[config.mk]
export PLATFORM = sky130hd
export DESIGN_NAME = sw_step_controller
export DESIGN_NICKNAME = d
export VERILOG_FILES = /design/src/rtl/sw_step_pkg.sv /design/src/rtl/sw_sync.sv /design/src/rtl/sw_step_controller.sv
export SDC_FILE = /design/constraint.sdc
export NUM_CORES = 1
export LEC_CHECK = 0
export BUFFER_PORTS_ARGS = -buffer_cell sky130_fd_sc_hd__buf_4
export CORE_MARGIN = 10
export CORE_UTILIZATION = 30
export DETAILED_ROUTE_END_ITERATION = 10
export PLACE_DENSITY_LB_ADDON = 0.12
export SLEW_MARGIN = 20
export SYNTH_ARGS = -nofsm -noshare
export SYNTH_HDL_FRONTEND = slang
export SYNTH_SLANG_ARGS = --single-unit
[constraint.sdc]
create_clock -name CLOCK_50 -period 1.8 [get_ports CLOCK_50]
set_input_delay 0.27 -clock CLOCK_50 [delete_from_list [all_inputs] [get_ports CLOCK_50]]
set_output_delay 0.27 -clock CLOCK_50 [all_outputs]
set_load 0.01 [all_outputs]
[src/rtl/sw_step_pkg.sv]
// Shared types for the switch step sequencer: FSM states, switch codes and
// small pattern helpers used by sw_step_controller.
package sw_step_pkg;

  typedef enum logic [2:0] {
    IDLE,
    SETTLE,
    ISSUE,
    REJECT,
    RELEASE
  } state_t;

  localparam logic [1:0] CODE_SW0 = 2'b00;
  localparam logic [1:0] CODE_SW1 = 2'b01;
  localparam logic [1:0] CODE_SW2 = 2'b10;
  localparam logic [1:0] CODE_SW3 = 2'b11;

  function automatic logic is_one_hot(input logic [3:0] p);
    return (p != 4'd0) && ((p & (p - 4'd1)) == 4'd0);
  endfunction

  // x = sw3|sw2, y = sw3|sw1; only meaningful for a one-hot pattern.
  function automatic logic [1:0] encode_sw(input logic [3:0] p);
    return {p[3] | p[2], p[3] | p[1]};
  endfunction

endpackage

[src/rtl/sw_sync.sv]
// Two-flop synchronizer for a bus of independent asynchronous levels,
// cleared asynchronously by an active-low reset.
module sw_sync #(
  parameter int W = 4
) (
  input  logic         clk,
  input  logic         rst_n,
  input  logic [W-1:0] d,
  output logic [W-1:0] q
);

  logic [W-1:0] meta_reg;

  always_ff @(posedge clk or negedge rst_n) begin
    if (!rst_n) begin
      meta_reg <= '0;
      q        <= '0;
    end else begin
      meta_reg <= d;
      q        <= meta_reg;
    end
  end

endmodule

[src/rtl/sw_step_controller.sv]
// Debounces four step switches and issues a single-cycle step enable with the
// encoded switch code. Define SW_STEP_COUNT_EN to build the issued-step counter.
module sw_step_controller
  import sw_step_pkg::*;
#(
  parameter int DEBOUNCE_CYCLES = 250000,
  parameter int CNT_W           = 18
) (
  input  logic       CLOCK_50,
  input  logic       RESET_N,
  input  logic [3:0] sw,
  output logic       step,
  output logic [1:0] code,
  output logic       busy,
  output logic       conflict,
  output logic [7:0] step_cnt
);

  localparam logic [CNT_W-1:0] CNT_LAST = CNT_W'(DEBOUNCE_CYCLES - 1);

  logic [3:0]       sw_s;
  state_t           state_reg, state_next;
  logic [3:0]       pat_reg, pat_next;
  logic [CNT_W-1:0] cnt_reg, cnt_next;
  logic [1:0]       code_reg, code_next;

  sw_sync #(.W(4)) u_sync (
    .clk  (CLOCK_50),
    .rst_n(RESET_N),
    .d    (sw),
    .q    (sw_s)
  );

  always_ff @(posedge CLOCK_50 or negedge RESET_N) begin
    if (!RESET_N) begin
      state_reg <= IDLE;
      pat_reg   <= '0;
      cnt_reg   <= '0;
      code_reg  <= CODE_SW0;
    end else begin
      state_reg <= state_next;
      pat_reg   <= pat_next;
      cnt_reg   <= cnt_next;
      code_reg  <= code_next;
    end
  end

  always_comb begin
    state_next = state_reg;
    pat_next   = pat_reg;
    cnt_next   = cnt_reg;
    code_next  = code_reg;
    case (state_reg)
      IDLE: begin
        if (sw_s != 4'd0) begin
          pat_next   = sw_s;
          cnt_next   = '0;
          state_next = SETTLE;
        end
      end
      SETTLE: begin
        if (sw_s != pat_reg) begin
          if (sw_s == 4'd0) begin
            state_next = IDLE;
          end else begin
            pat_next = sw_s;
            cnt_next = '0;
          end
        end else if (cnt_reg == CNT_LAST) begin
          // Load the code on entry so it is already valid while step is high.
          if (is_one_hot(pat_reg)) begin
            state_next = ISSUE;
            code_next  = encode_sw(pat_reg);
          end else begin
            state_next = REJECT;
          end
        end else begin
          cnt_next = cnt_reg + CNT_W'(1);
        end
      end
      ISSUE, REJECT: begin
        cnt_next   = '0;
        state_next = RELEASE;
      end
      RELEASE: begin
        if (sw_s != 4'd0) begin
          cnt_next = '0;
        end else if (cnt_reg == CNT_LAST) begin
          state_next = IDLE;
        end else begin
          cnt_next = cnt_reg + CNT_W'(1);
        end
      end
      default: state_next = IDLE;
    endcase
  end

  assign step     = (state_reg == ISSUE);
  assign conflict = (state_reg == REJECT);
  assign busy     = (state_reg != IDLE);
  assign code     = code_reg;

`ifdef SW_STEP_COUNT_EN
  logic [7:0] step_cnt_reg;

  always_ff @(posedge CLOCK_50 or negedge RESET_N) begin
    if (!RESET_N) begin
      step_cnt_reg <= 8'd0;
    end else if (state_reg == ISSUE) begin
      step_cnt_reg <= step_cnt_reg + 8'd1;
    end
  end

  assign step_cnt = step_cnt_reg;
`else
  assign step_cnt = 8'd0;
`endif

endmodule

==> metrics.cfg <==
[logic_synthesis]
synthDominantCellAreaShare_pct=45.48
synth_edf_count=0
yosys_most_used_dff=dfrtp_1
synth-seq-area-share_pct=45.48
yosys-top-cells-area=dfrtp_1 (45%), buf_4 (3.9%), o21ai_0 (3.1%)
synth_area_per_cell_sq_um=10.30
synth_common_cells=dfrtp_1 (35), nand2_1 (15), nor2_1 (14)
synth_cells=187
synthDistinctLibCells=49
netlist_area_sq_um=1926
async_reset_ff_share_pct=100.0
netlist.top_cell.by_area=dfrtp_1
yosys_register_bits=35
synth.most_common_cell=dfrtp_1
yosysWarnings=0

[grt]
grt_pass1_vias=1553
grt_pass1_wl_mm=7.534
grtUsageTotal_pct=9.074
antenna_found_initial=0
gr-total-overflow=0
grt_start_max_net_pins=36

[cts]
cts_inserted_buffers=5
htreeDepth=2
cts_tree=yes
path_clk_slew_ps=80
clock_latency_ps=290
clock_path_buffers=2
cts_root_buffer=clkbuf_8
cts_sinks=35

[sta]
slew_viol_final=0
finalCritPeriodShare_pct=102.1
tns_ps=-120.9
grt_setup_unrepaired=true
finalHoldViolCount=0
setup_viol=8
clock_skew_ps=3.718
fmax_ghz=0.5439
period_needed_ps=1839
finalWorstSetupSlack_ps=-38.69

[floorplan]
std_cell_rows=29
io_pins=19
die_width_um=100.1
die_y_um=100.1
start_util_pct=30.68
fp.dieArea_sq_um=10020
core-area_sq_um=6277

[power]
p_leak_uw=0.001072
vdd_drop_max_mv=0.2718
p_per_area_nw_per_um2=666.4

[worst_setup_path]
critPathKind=flip-flop to flip-flop
critical-path-slowest-cell=or4_4
crit_fanout=7
cpPeakStageDelay_ps=610
worstSetupStartpointType=flip-flop
crit_arrival_ps=2060
endpoint_kind=flip-flop
crit_path_cell_trace=or4_4 -> a211oi_4 -> a211o_4 -> buf_12 -> a21oi_1 -> o21ai_2
critPathRequiredTime_ps=2020

[worst_hold_path]
hold_path.class=input port to flip-flop

[drt]
drtAntennaViolNets=0
drtPass1Iterations=4
drcViolationCount=0
wl_per_cell_um=14.49
via_count=1525
via_per_inst=5.016
first_iter_violations=86
wirelength_mm=4.405

[placed_design]
place_congestion=0.7858
dpl_cell_area_sq_um=2215
port_buffers=10
dpl.hpwl_mm=3.268

[finish]
fin_area_sq_um=2445
num_antenna_cells=0
n_fill_cell=636
area_growth_pct=26.97
seqCellArea_sq_um=875.8
nets=233
final_layout_size_suffix_gt1_share_pct=34.80
multiInputGateArea_sq_um=1049
largest_reg_flops=18

[outcome]
status=complete, but fails checks
violations=negative setup slack

[flow_run]
drv_cap=0

[kinds of logic (layout without fill, tap and decap cells)]
family / after synthesis / count (layout) / share of synthesized area [%]
XOR/XNOR: 8 / 8 / 4.029
flip-flops: 35 / 35 / 45.48
multiplexers: 8 / 8 / 4.483
AO/OA/AOI/OAI: 46 / 46 / 18.32
AND/OR/NAND/NOR: 70 / 70 / 20.99
adder cells (fa/ha/maj): 1 / 1 / 0.6497
other: 1 / 8 / 0.1947
buffers and inverters: 18 / 51 / 5.848
[routing by layer]
layer  share of wire (%)  up-vias  routed length (um)  global-route usage, %
li1                    -      746                   -                      -
met1                  46      740                2023                  11.64
met2                  48       34                2114                  14.24
met3                 5.5        5                 242                  2.953
met4                0.57        0                  25                  2.609
met5                   0        -                   0                      0
[critical path: cells and delay by family (launching register included)]
family / cells / cell delay (ps)
AND/OR/NAND/NOR: 1 / 610
buffers and inverters: 1 / 120
flip-flops: 1 / 400
AO/OA/AOI/OAI: 4 / 630
[power breakdown]
part / internal (uW) / total (uW) / switching (uW)
sequential: 807 / 824 / 16.6
clock: 269 / 575 / 305
combinational: 110 / 231 / 122
[layout make-up]
cell class              instances  share of cell area [%]
repair buffers                 38                   12.95
clock inverters                 3                  0.8188
inverters                       5                  0.7677
well taps                      77                   3.941
multi-input cells             141                   42.89
flip-flops and latches         35                   35.82
clock buffers                   5                   2.815
[final timing paths]
path | to | slack, ps | cells past startpoint | from
worst min-delay path | u_sync.meta_reg[0] | 90 | 1 | sw[0]
worst max-delay path | cnt_reg[11] | -40 | 6 | u_sync.q[1]
worst min register to register | u_sync.q[2] | 350 | 0 | u_sync.meta_reg[2]
worst max register to register | cnt_reg[11] | -40 | 6 | u_sync.q[1]
min in group asynchronous | cnt_reg[8] | 470 | 2 | RESET_N
max in group asynchronous | u_sync.meta_reg[2] | 1010 | 2 | RESET_N
[layout by cell type (no fill, tap or decap), types with 3 or more instances in the layout]
cell type	instances
a21oi_1	10
a31oi_1	9
and3_1	5
and4_1	3
buf_4	34
clkbuf_8	5
conb_1	8
dfrtp_1	35
inv_1	5
mux2_2	4
mux2i_1	3
nand2_1	11
nand2_2	3
nand3_1	6
nand3_2	4
nand4_1	5
nor2_1	12
o21ai_0	6
o21ai_1	6
xnor2_1	4
[stage by stage]
stage	setup WS, ps	cells	util (%)	hold WS, ps	power, uW
detailed placement	-62.46	291	35.28	261.0	1044
finish	-38.69	304	38.95	86.55	1629
floorplan	61.96	194	-	-25.59	971.9
global placement	-21.49	291	35.28	253.0	1038
CTS	-36.34	301	37.31	71.67	1634
global route	-128.5	304	38.95	64.92	1715
[repair_timing]
item                       in CTS  in global routing
setup endpoints to repair      17                 24
pin swaps                       4                 11
hold buffers                    1                  0
hold endpoints to repair       35                  0
resized for setup               5                 21
setup buffers                   1                  3
No activity file was read; power rests on OpenSTA's default activity.
